==> src/rtl/onboard_sweep_pkg.sv <==
// onboard_sweep_pkg: shared state encoding, pattern modes and pattern function for onboard_sweep_gen
package onboard_sweep_pkg;
  typedef enum logic [1:0] {S_IDLE, S_RST_PULSE, S_DWELL, S_DONE} state_t;
  localparam logic [1:0] MODE_BIN = 2'd0;
  localparam logic [1:0] MODE_GRAY = 2'd1;
  localparam logic [1:0] MODE_WALK = 2'd2;
  localparam int PAT_W = 32;
  // Switch pattern for a sweep index; callers truncate to their switch width
  function automatic logic [PAT_W-1:0] f(input logic [1:0] mode, input logic [PAT_W-1:0] idx);
    return mode == MODE_GRAY ? idx ^ (idx >> 1) : mode == MODE_WALK ? PAT_W'(1) << idx : idx;
  endfunction
endpackage

==> src/rtl/sweep_dwell_timer.sv <==
// sweep_dwell_timer: shared reset-pulse / dwell counter with hold and a terminal-cycle pulse
module sweep_dwell_timer #(
  parameter int DWELL = 100,
  parameter int RST_CYC = 10
) (
  input  logic clk,
  input  logic rst,
  input  logic clr_i,
  input  logic run_i,
  input  logic dwell_i,
  input  logic hold_i,
  output logic term_o
);
  localparam int MAX = DWELL > RST_CYC ? DWELL : RST_CYC;
  localparam int CW = $clog2(MAX + 1);
  logic [CW-1:0] cnt_q, cnt_d, lim;
  logic adv;
  // Hold only freezes the dwell phase; the reset pulse always runs to length
  always_comb begin
    lim = dwell_i ? CW'(DWELL - 1) : CW'(RST_CYC - 1);
    adv = run_i & ~(dwell_i & hold_i);
    term_o = adv & (cnt_q == lim);
    cnt_d = clr_i | term_o ? '0 : adv ? cnt_q + 1'b1 : cnt_q;
  end
  // Counter register
  always_ff @(posedge clk) cnt_q <= rst ? '0 : cnt_d;
endmodule

==> src/rtl/onboard_sweep_gen.sv <==
// onboard_sweep_gen: reset-pulse then switch/key sweep sequencer; ONBOARD_SWEEP_SIG_EN adds a response signature
module onboard_sweep_gen import onboard_sweep_pkg::*; #(
  parameter int SW_W = 10,
  parameter int KEY_W = 3,
  parameter int DWELL = 100,
  parameter int RST_CYC = 10,
  parameter int RSP_W = 42
) (
  input  logic             clk,
  input  logic             rst,
  input  logic             start_i,
  input  logic             abort_i,
  input  logic             hold_i,
  input  logic [1:0]       mode_i,
  input  logic [RSP_W-1:0] rsp_i,
  output logic [SW_W-1:0]  sw_o,
  output logic [KEY_W:0]   key_n_o,
  output logic             step_o,
  output logic             busy_o,
  output logic             done_o,
  output logic [RSP_W-1:0] sig_o
);
  state_t state_q, state_d;
  logic [1:0] mode_q, mode_d;
  logic [SW_W-1:0] idx_q, idx_d, last_idx;
  logic [KEY_W-1:0] key_q, key_d;
  logic step_q, step_d, term, busy, clr_all, wrap, fin, adv;
  sweep_dwell_timer #(.DWELL(DWELL), .RST_CYC(RST_CYC)) u_timer (
    .clk(clk), .rst(rst), .clr_i(start_i | abort_i | ~busy), .run_i(busy),
    .dwell_i(state_q == S_DWELL), .hold_i(hold_i), .term_o(term)
  );
  // Sweep bookkeeping: pass wrap, final pattern of the last pass, and pattern advance
  always_comb begin
    busy = state_q == S_RST_PULSE || state_q == S_DWELL;
    clr_all = start_i | abort_i | (state_q == S_IDLE);
    last_idx = mode_q == MODE_WALK ? SW_W'(SW_W - 1) : '1;
    wrap = state_q == S_DWELL && term && idx_q == last_idx;
    fin = wrap && key_q == '0;
    adv = state_q == S_DWELL && term && !fin;
  end
  // State register
  always_ff @(posedge clk) state_q <= rst ? S_IDLE : state_d;
  // Next state: abort beats start, start restarts from any state
  always_comb state_d = abort_i ? S_IDLE : start_i ? S_RST_PULSE :
                        state_q == S_RST_PULSE && term ? S_DWELL : fin ? S_DONE : state_q;
  // Datapath next values; key field counts down once per completed pass
  always_comb begin
    mode_d = start_i ? (mode_i == 2'd3 ? MODE_BIN : mode_i) : mode_q;
    idx_d = clr_all ? '0 : adv ? (wrap ? '0 : idx_q + 1'b1) : idx_q;
    key_d = clr_all ? '1 : adv && wrap ? key_q - 1'b1 : key_q;
    step_d = !clr_all && adv;
  end
  // Datapath registers
  always_ff @(posedge clk) begin
    mode_q <= rst ? MODE_BIN : mode_d;
    idx_q <= rst ? '0 : idx_d;
    key_q <= rst ? '1 : key_d;
    step_q <= rst ? 1'b0 : step_d;
  end
  // Outputs decoded from state and registered sweep position
  always_comb begin
    sw_o = state_q == S_IDLE ? '0 : SW_W'(f(mode_q, PAT_W'(idx_q)));
    key_n_o = {state_q != S_RST_PULSE, key_q};
    step_o = step_q;
    busy_o = busy;
    done_o = state_q == S_DONE;
  end
`ifdef ONBOARD_SWEEP_SIG_EN
  logic [RSP_W-1:0] sig_q, sig_d;
  // Rotate-xor fold of the response, sampled on each terminal dwell cycle
  always_comb sig_d = clr_all ? '0 : state_q == S_DWELL && term ? {sig_q[RSP_W-2:0], sig_q[RSP_W-1]} ^ rsp_i : sig_q;
  // Signature register
  always_ff @(posedge clk) sig_q <= rst ? '0 : sig_d;
  assign sig_o = sig_q;
`else
  logic unused_rsp;
  assign unused_rsp = ^rsp_i;
  assign sig_o = '0;
`endif
endmodule
==> config.mk <==
export PLATFORM = sky130hd
export DESIGN_NAME = onboard_sweep_gen
export DESIGN_NICKNAME = d
export VERILOG_FILES = /design/src/rtl/onboard_sweep_pkg.sv /design/src/rtl/sweep_dwell_timer.sv /design/src/rtl/onboard_sweep_gen.sv
export SDC_FILE = /design/constraint.sdc
export NUM_CORES = 1
export LEC_CHECK = 0
export BUFFER_PORTS_ARGS = -buffer_cell sky130_fd_sc_hd__buf_4
export CORE_MARGIN = 3
export CORE_UTILIZATION = 46
export CTS_BUF_LIST = sky130_fd_sc_hd__clkbuf_8 sky130_fd_sc_hd__clkbuf_16
export CTS_CLUSTER_SIZE = 8
export DETAILED_ROUTE_END_ITERATION = 8
export MAX_ROUTING_LAYER = met4
export PLACE_DENSITY_LB_ADDON = 0.3
export SLEW_MARGIN = 15
export SYNTH_ARGS = -nofsm -noshare
export SYNTH_HDL_FRONTEND = slang
export SYNTH_SLANG_ARGS = --single-unit
==> constraint.sdc <==
create_clock -name clk -period 2.7 [get_ports clk]
set_clock_uncertainty 0.2 [all_clocks]
set_input_delay 0.135 -clock clk [delete_from_list [all_inputs] [get_ports clk]]
set_output_delay 0.135 -clock clk [all_outputs]
set_load 0.005 [all_outputs]
Word-level counts from Yosys, hierarchy flattened
Index checks and enable logic that the tools add are counted.
{"block": "op_classes", "eq_ne": 9, "bitwise_logic": 10, "n_shift": 1, "div": 0, "magnitude_cmp": 0, "muxes": 10, "multipliers": 0, "addsub": 3, "reduce_logical": 18}
{"operator": "2-to-1 mux 10 bit", "count": 5}
{"operator": "adder 10 x 1 -> 10 bit (second input constant)", "count": 1}
{"operator": "equality test 10 bit", "count": 1}
{"operator": "left shift 1 x 10 -> 10 bit (first input constant)", "count": 1}
{"operator": "bitwise XOR 10 x 9 -> 10 bit", "count": 1}
{"operator": "equality test 2 bit (second input constant)", "count": 4}
{"operator": "adder 7 x 1 -> 7 bit (second input constant)", "count": 1}
{"operator": "equality test 7 bit", "count": 1}
{"operator": "logical AND 1 bit", "count": 7}
{"operator": "2-to-1 mux 7 bit", "count": 1}
{"operator": "2-to-1 mux 2 bit", "count": 3}
{"operator": "OR reduction 2 bit", "count": 3}
{"operator": "equality test 2 x 1 -> 1 bit (second input constant)", "count": 2}
{"operator": "OR 1 bit", "count": 4}
{"operator": "bitwise AND 1 bit", "count": 3}
{"operator": "zero test 3 bit", "count": 1}
{"operator": "nonzero test 3 bit", "count": 1}
{"operator": "OR reduction 3 bit", "count": 1}
{"operator": "subtractor 3 x 1 -> 3 bit (second input constant)", "count": 1}
{"operator": "zero test 1 bit", "count": 2}
{"operator": "zero test 2 bit", "count": 1}
{"operator": "!= test 2 x 1 -> 1 bit (second input constant)", "count": 1}
{"operator": "inverter 1 bit", "count": 2}
{"operator": "nonzero test 2 bit", "count": 1}
{"operator": "2 further kinds", "count": 2}
{"block": "totals", "regBits": 25, "output_inout_bits": 59, "ramBits": 0, "rom_bits": 0, "in_bits": 49, "word_cells": 58, "latch_bits": 0, "memories": 0}

Longest topological paths before layout
Gate-level depths: netlist (run 1).
{"block": "depth", "depth_word": 11, "mapped_depth": 8, "ltp_nobuf": 7}

Hierarchy
From an unflattened synthesis (run 1), not the netlist that was laid out.
{"block": "unflattened", "hier_cells": 294, "hier_area_um2": 2321.0}
{"mod": "onboard_sweep_gen", "area_each_um2": 1955.6, "n_inst": 1, "cells_per_inst": 254}
{"mod": "sweep_dwell_timer", "area_each_um2": 365.4, "n_inst": 1, "cells_per_inst": 40}

Least setup slack after synthesis (run 1)
Ideal clock, no wire load.
{"block": "synth_timing", "path_type": "register to output", "startpoint": "reg idx_q[8]", "endpoint": "out sw_o[2]", "n_path_buf": 0, "stages_incl_launch_ff": 8, "slack_ns": 0.507, "arrival_ns": 1.858, "path_cell_list": "dfxtp_1 -> inv_1 -> ha_1 -> nor4bb_1 -> nor4b_1 -> a21oi_1 -> a211oi_1 -> o21a_1"}
{"block": "synth_via", "elab_chain_len": 4}
{"item": "start: declaration", "line_no": "onboard_sweep_gen.sv:25", "rtl": "logic [SW_W-1:0] idx_q, idx_d, last_idx;"}
{"item": "start signal: assignment", "line_no": "onboard_sweep_gen.sv:56", "rtl": "idx_q <= rst ? '0 : idx_d;"}
{"item": "left shift 1 x 10 -> 10 bit", "line_no": "onboard_sweep_pkg.sv:10", "rtl": "return mode == MODE_GRAY ? idx ^ (idx >> 1) : mode == MODE_WALK ? PAT_W'(1) << idx : idx;"}
{"item": "2-to-1 mux 10 bit (2 in a row)", "line_no": "onboard_sweep_pkg.sv:10"}
{"item": "2-to-1 mux 10 bit", "line_no": "onboard_sweep_gen.sv:62", "rtl": "sw_o = state_q == S_IDLE ? '0 : SW_W'(f(mode_q, PAT_W'(idx_q)));"}
{"item": "end: declaration", "line_no": "onboard_sweep_gen.sv:16", "rtl": "output logic [SW_W-1:0] sw_o,"}
No other way between the ends.

Worst setup path in the final report (run 1)
{"block": "layout_timing", "startpoint": "reg idx_q[7]", "endpoint": "out sw_o[2]"}
The elaborated chain is that of the path after synthesis.

==> run metrics, run 1 <==
met3 usage ~3.5%; GRT Resource Usage Total 17.5%; flop2flop setup slack about 0.36 ns; first-pass GRT wire length between 7000 and 8000 um; Post-route DRC 0; pre-CTS setup slack 0.398 ns; Tot Pwr around 680 uW; clock slew at reported path FFs around 0.09 ns; Initial Utilization between 40% and 50%; CTS tree built; Main synth FF type dfxtp_1; root buffer cell clkbuf_8; CP max FO 8; CTS buffer count 3; port buffer count 23; die area roughly 0.0056 mm2; Finished Layout Cells ~370; largest area contributor in the netlist dfxtp_1; pwr/cell area 278 mW/mm2; Die Height 74.8 um; final core occ between 50 and 60%; number of detailed-route iterations in the first pass 4; Hold Crit Start hold_i; Setup Buffers After CTS 0; I/O pins 108; internal power roughly 500 uW; Design Area, Final between 0.002 and 0.0025 mm2; cells on worst reg2reg path 5; Reg2Reg Launch Point idx_q[6]; hold-critical path depth 4; Post-Syn Area 0.00218 mm2; H-tree depth 1; met2 usage between 20% and 30%; row cnt 24; Inst Count DP ~360; Critical Path AT 2.21 ns; # fillers 426; vias in the first global route ~1.7k; setup ws final roughly 0.15 ns; global route total overflow 0; Switching Share around a quarter; Final Slew Violations 0; crit path capture type output pin; Via density between 5 and 6; global placer's final weighted congestion 0.893; Fin. Hold Viols 0; reg-to-reg critical path endpoint step_o; post-detail-place hpwl between 3000 and 4000 um; largest net degree at the start of global routing 18; power share of the clock group roughly 35%; fmax 392 MHz; Finish-stage setup viols 0; hold crit path type input port to flop; Syn Area/Cell 7.67 um2; nets roughly 390; synth warn 0; post-synthesis sequential area ratio between 20% and 30%; Endpoint, Worst Hold key_q[2]; Period Utilization, post-route 94.4%; fraction of registers with async set/reset 0%; 1st-iter DRT viols approximately 140; status completed; Startpoint Class flop; clk sinks 25; peak supply drop about 230 uV; combinational fraction of design power 10.7%; busiest layer in global routing met2; Antenna Cells 0; placed cell areas 0.00231 mm2; number of synthesized flops with an enable pin 0; Pleak about 0.0011 uW; antenna violations before repair 0; Worst-Skew Late Latency ~0.28 ns; Max-Cap Viols 0; proportion of layout cells with a drive suffix above 1 15.0%; die width between 70 and 80 um; vias post-DR a little under 2k; CP Data Required Time roughly 2.4 ns; Synth cell types 50; post-synthesis register bit count 25; area share of the largest cell type after synthesis between 20% and 30%; met1 usage 21.6%; Area Growth Syn to Fin 12.0%; Cells after Synth about 280; WL final 4780 um; fin crit period between 2 and 3 ns; most common cell after layout, fill and taps aside conb_1; critical setup path kind flop to output pin; Psw between 150 and 200 uW; synth top area cells dfxtp_1 (23%), buf_4 (14%), ha_1 (9.8%); most frequent cells in the layout conb_1 (42), buf_4 (36), dfxtp_1 (25), a21oi_1 (20), nand2_1 (20); wire per inst roughly 13 um; Flop pwr share a little over half; core area roughly 0.0045 mm2; CTS Buffer Depth 2; Final ANT Viol Nets 0
==> registers in the layout, summed over array words and instances, names as in the netlist <==
signal         count
key_q              3
u_timer.cnt_q      7
idx_q             10
mode_q             2
step_o             1
state_q            2
==> logic make-up after synthesis <==
| kind of cell | count (synthesis) | synth area share [%] |
|---|---|---|
| buffers and inverters | 68 | 19.2 |
| adders and majority gates | 19 | 10.7 |
| and+or+nand+nor | 108 | 27.4 |
| other | 1 | 0.172 |
| AOI/OAI and AO/OA | 54 | 15.7 |
| xor gates and xnor gates | 5 | 2.01 |
| muxes | 4 | 1.84 |
| DFF | 25 | 23.0 |
==> power groups by stage <==
| stage | logic (uW) | clock network, uW | registers, uW |
|---|---|---|---|
| 6_report | 72.9 | 234 | 372 |
| 5_1_grt | 83.5 | 259 | 372 |
| 4_1_cts | 70.7 | 243 | 372 |
| 3_5_place_dp | 63.8 | 0 | 380 |
| 3_3_place_gp | 63.5 | 0 | 380 |
| 2_1_floorplan | 85.8 | 0 | 380 |
==> layer usage <==
| layer | routed length, um | share of wire, % | vias to the layer above |
|---|---|---|---|
| met1 | 2140 | 45 | 909 |
| met5 | 0 | 0 | - |
| met4 | 19 | 0.40 | 0 |
| li1 | - | - | 991 |
| met2 | 2410 | 50 | 45 |
| met3 | 209 | 4.4 | 5 |
==> through the flow <==
stage                      TNS, ns  hold slack, ns
after floorplan                  0         0.00407
after global placement           0           0.131
after detailed placement         0           0.131
after CTS                        0          0.0522
after global routing      -0.00153          0.0768
final                            0          0.0523
==> worst max-delay path: stages, from the launching register on <==
cell and delay, ns:
dfxtp_1 0.40, inv_1 0.09, ha_1 0.17, nor4bb_4 0.32, nor4b_2 0.24, buf_4 0.16
a21oi_1 0.07, a211oi_1 0.23, o21a_1 0.15, buf_4 0.10
==> how the worst max path moves through the flow <==
| stage | startpoint | slack (ns) | cells past startpoint | to |
|---|---|---|---|---|
| after global routing | idx_q[7] | -0.002 | 9 | sw_o[2] |
| final | idx_q[7] | 0.15 | 9 | sw_o[2] |
| after CTS | idx_q[7] | 0.06 | 9 | sw_o[2] |
| after detailed placement | idx_q[7] | 0.40 | 9 | sw_o[2] |
| after floorplan | idx_q[8] | 0.51 | 7 | sw_o[2] |
| after global placement | idx_q[6] | 0.38 | 5 | step_o |
==> final cells by class <==
type / count / area, um2 / share of cell area, %
clock buffers: 3 / 41.3 / 1.69
multi-input cells: 232 / 1430 / 58.8
well taps: 52 / 65.1 / 2.67
inverters: 16 / 60.1 / 2.46
clock inverters: 1 / 7.51 / 0.308
repair buffers: 42 / 330 / 13.5
flip-flops and latches: 25 / 500 / 20.5
==> repair_timing <==
| item | 4_1_cts | 5_1_grt |
|---|---|---|
| resized for setup | 0 | 3 |
| hold buffers | 6 | 0 |
| endpoints found under the setup margin | 0 | 1 |
| hold endpoints to repair | 4 | 0 |
==> synthesized netlist by cell type (2+ instances only) <==
master    instances
maj3_1            2
o2111a_1          2
or3_1             9
nor2b_1           6
buf_2             4
inv_1            16
a21oi_1          20
nand4_1           5
or4_1             2
nor4b_1           2
nand3_1          12
nor3_1            8
o21ai_0          11
o22ai_1           3
buf_4            42
nor2_1           19
a211oi_1          2
nor4_1            4
nand2b_1          4
o31ai_1           2
or4_4             2
nand2_1          20
nand4b_1          2
nand3b_1          4
xor2_1            2
a31oi_1           3
mux2i_1           4
xnor2_1           3
dfxtp_1          25
clkbuf_1          6
and2_1            3
ha_1             17
No activity file was read; power rests on OpenSTA's default activity.
==> run 2, diff against run 1 <==
==> constraint.sdc (replaced) <==
create_clock -name clk -period 2.9 [get_ports clk]
set_clock_uncertainty 0.2 [all_clocks]
set_input_delay 0.145 -clock clk [delete_from_list [all_inputs] [get_ports clk]]
set_output_delay 0.145 -clock clk [all_outputs]
set_load 0.005 [all_outputs]
==> run metrics, run 2 (same netlist as run 1, synthesis figures left out) <==
die area 0.00559 mm2 (unchanged); delay-heaviest family, CP simple AND/OR/NAND/NOR gates; setup ws final 0.165 ns (+0.0131 ns); first-pass GRT wire length 7470 um (-1.5%); biggest regs idx_q: 10 flops, u_timer.cnt_q: 7 flops, key_q: 3 flops; hold crit path type input port to flop; Critical Path AT 2.39 ns (+0.18 ns); status completed; CTS buffer count 3 (unchanged); clk sinks 25 (unchanged); Final Slew Violations 0 (unchanged); Worst-Skew Late Latency 0.27 ns (about the same); peak supply drop 252 uV (+7.3%); reg-to-reg critical path endpoint step_o; clock slew at reported path FFs 0.10 ns (about the same); antenna violations before repair 0 (unchanged); critical setup path kind flop to output pin; port buffer count 23 (unchanged); max reg flops 10 (unchanged); CP Depth 6 (-3); Largest Register idx_q; CTS Buffer Depth 2 (unchanged); Fin. Hold Viols 0 (unchanged); row cnt 24 (unchanged); die width 74.8 um (unchanged); slowest cell delay on critical path 0.51 ns (+0.11 ns); Finished Layout Cells 368 (-0.81%); core area 0.00447 mm2 (unchanged); wire per inst 12.3 um (-4.2%); Pleak 0.00103 uW (-2.0%); Inst Count DP 359 (-0.55%); Antenna Cells 0 (unchanged); Die Height 74.8 um (unchanged); I/O pins 108 (unchanged); Initial Utilization 48.7% (unchanged); Final ANT Viol Nets 0 (unchanged); WL final 4540 um (-5.0%); largest net degree at the start of global routing 18 (unchanged); crit-path cells nand2b_1 -> nor4_1 -> nor2b_1 -> nor2_1 -> a221oi_1 -> buf_4; Reg2Reg Launch Point mode_q[0]; 1st-iter DRT viols 95 (-31%); Period Utilization, post-route 94.3%; post-route setup TNS 0 ns (unchanged); nets 383 (-0.78%); placed cell areas 0.00229 mm2 (-0.65%); CP Data Required Time 2.56 ns (+0.19 ns); Via density 5.25 (-0.17%); crit path to sw_o[1]; Finish-stage setup viols 0 (unchanged); proportion of layout cells with a drive suffix above 1 14.2% (-0.81 points); post-detail-place hpwl 3580 um (-0.67%); cell with the largest stage delay on the worst path nor4_1; Critical path buffers and inverters 1 (-2); CP startpoint mode_q[0]; fmax 366 MHz; CTS tree built; pwr/cell area 262 mW/mm2 (-5.8%); pre-CTS setup slack 0.419 ns (+0.0214 ns); root buffer cell clkbuf_8; Area Growth Syn to Fin 10.2%; number of detailed-route iterations in the first pass 4 (unchanged); most common cell after layout, fill and taps aside conb_1; Setup Buffers After CTS 0 (unchanged); Max-Cap Viols 0 (unchanged); crit path capture type output pin; cells on worst reg2reg path 5 (unchanged); flop2flop setup slack 0.39 ns (+0.03 ns); most frequent cells in the layout conb_1 (42), buf_4 (34), dfxtp_1 (25), a21oi_1 (20), nand2_1 (20); vias in the first global route 1,737 (+1.8%); H-tree depth 1 (unchanged); fin crit period roughly 2.7 ns; vias post-DR 1,931 (-0.97%); Post-route DRC 0 (unchanged); RSZ-0062 raised after global routing false; global route total overflow 0 (unchanged); CP max FO 11 (+3); GRT Resource Usage Total 17.2% (-0.29 points); Design Area, Final 0.00240 mm2 (-1.6%); Tot Pwr 629 uW (-7.3%); global placer's final weighted congestion 0.890 (-0.31%); Startpoint Class flop
-- run 2: changes by cell type in the layout (fill, tap and decap cells not counted), sizes merged --
cell and change:
dlygate4sd3 -1, inv +1, clkinvlp -1, buf -2
-- run 2: worst min-delay path: cells and delay by family --
kind,cells,cell delay (ns)
AO/OA/AOI/OAI,1,0.05
buffers and inverters,1,0.11
AND/OR/NAND/NOR,2,0.17
-- run 2: through the flow --
step / utilization [%] / hold slack (ns)
after detailed placement: 51.3 / 0.144
after global routing: 53.6 / 0.0466
final: 53.6 / 0.0341
after floorplan: - / 0.0141
after global placement: 51.3 / 0.143
after CTS: 53.5 / 0.0325
-- run 2: worst min-delay path by stage --
stage                   start    endpoint  slack [ns]  cells after the start
finish              mode_i[0]   mode_q[0]        0.03                      4
CTS                 mode_i[0]   mode_q[0]        0.03                      4
detailed placement        rst   mode_q[1]        0.14                      2
global placement      abort_i  state_q[0]        0.14                      2
global route        mode_i[0]   mode_q[0]        0.05                      4
floorplan                 rst   mode_q[1]        0.01                      1
-- run 2: cell type report --
class                           instances  area, um2
Sequential cell                        25        500
Timing Repair Buffer                   39        305
Inverter                               16       60.1
Clock inverter                          1       8.76
Tap cell                               52       65.1
Multi-Input combinational cell        232       1420
Fill cell                             442       2070
Clock buffer                            3       41.3
-- run 2: report_power, final --
group          switching [uW]  internal (uW)  total (uW)
logic                    38.6           24.2        62.9
registers                2.44            345         347
clock network             118            101         219
total                     159            470         629
-- run 2: routing by layer --
layer  up-vias  global-route usage, %  wire length [um]
li1        984                      -                 -
met1       895                   20.9              1960
met2        52                   31.0              2320
met3         0                   2.54               260
met4         0                   1.78                 0
met5         -                      -                 0
-- run 2: what timing repair did --
action / in CTS / in global routing
hold buffers: 5 / 0
hold endpoints to repair: 4 / 0
setup endpoints to repair: 0 / 1
resized for setup: 0 / 1
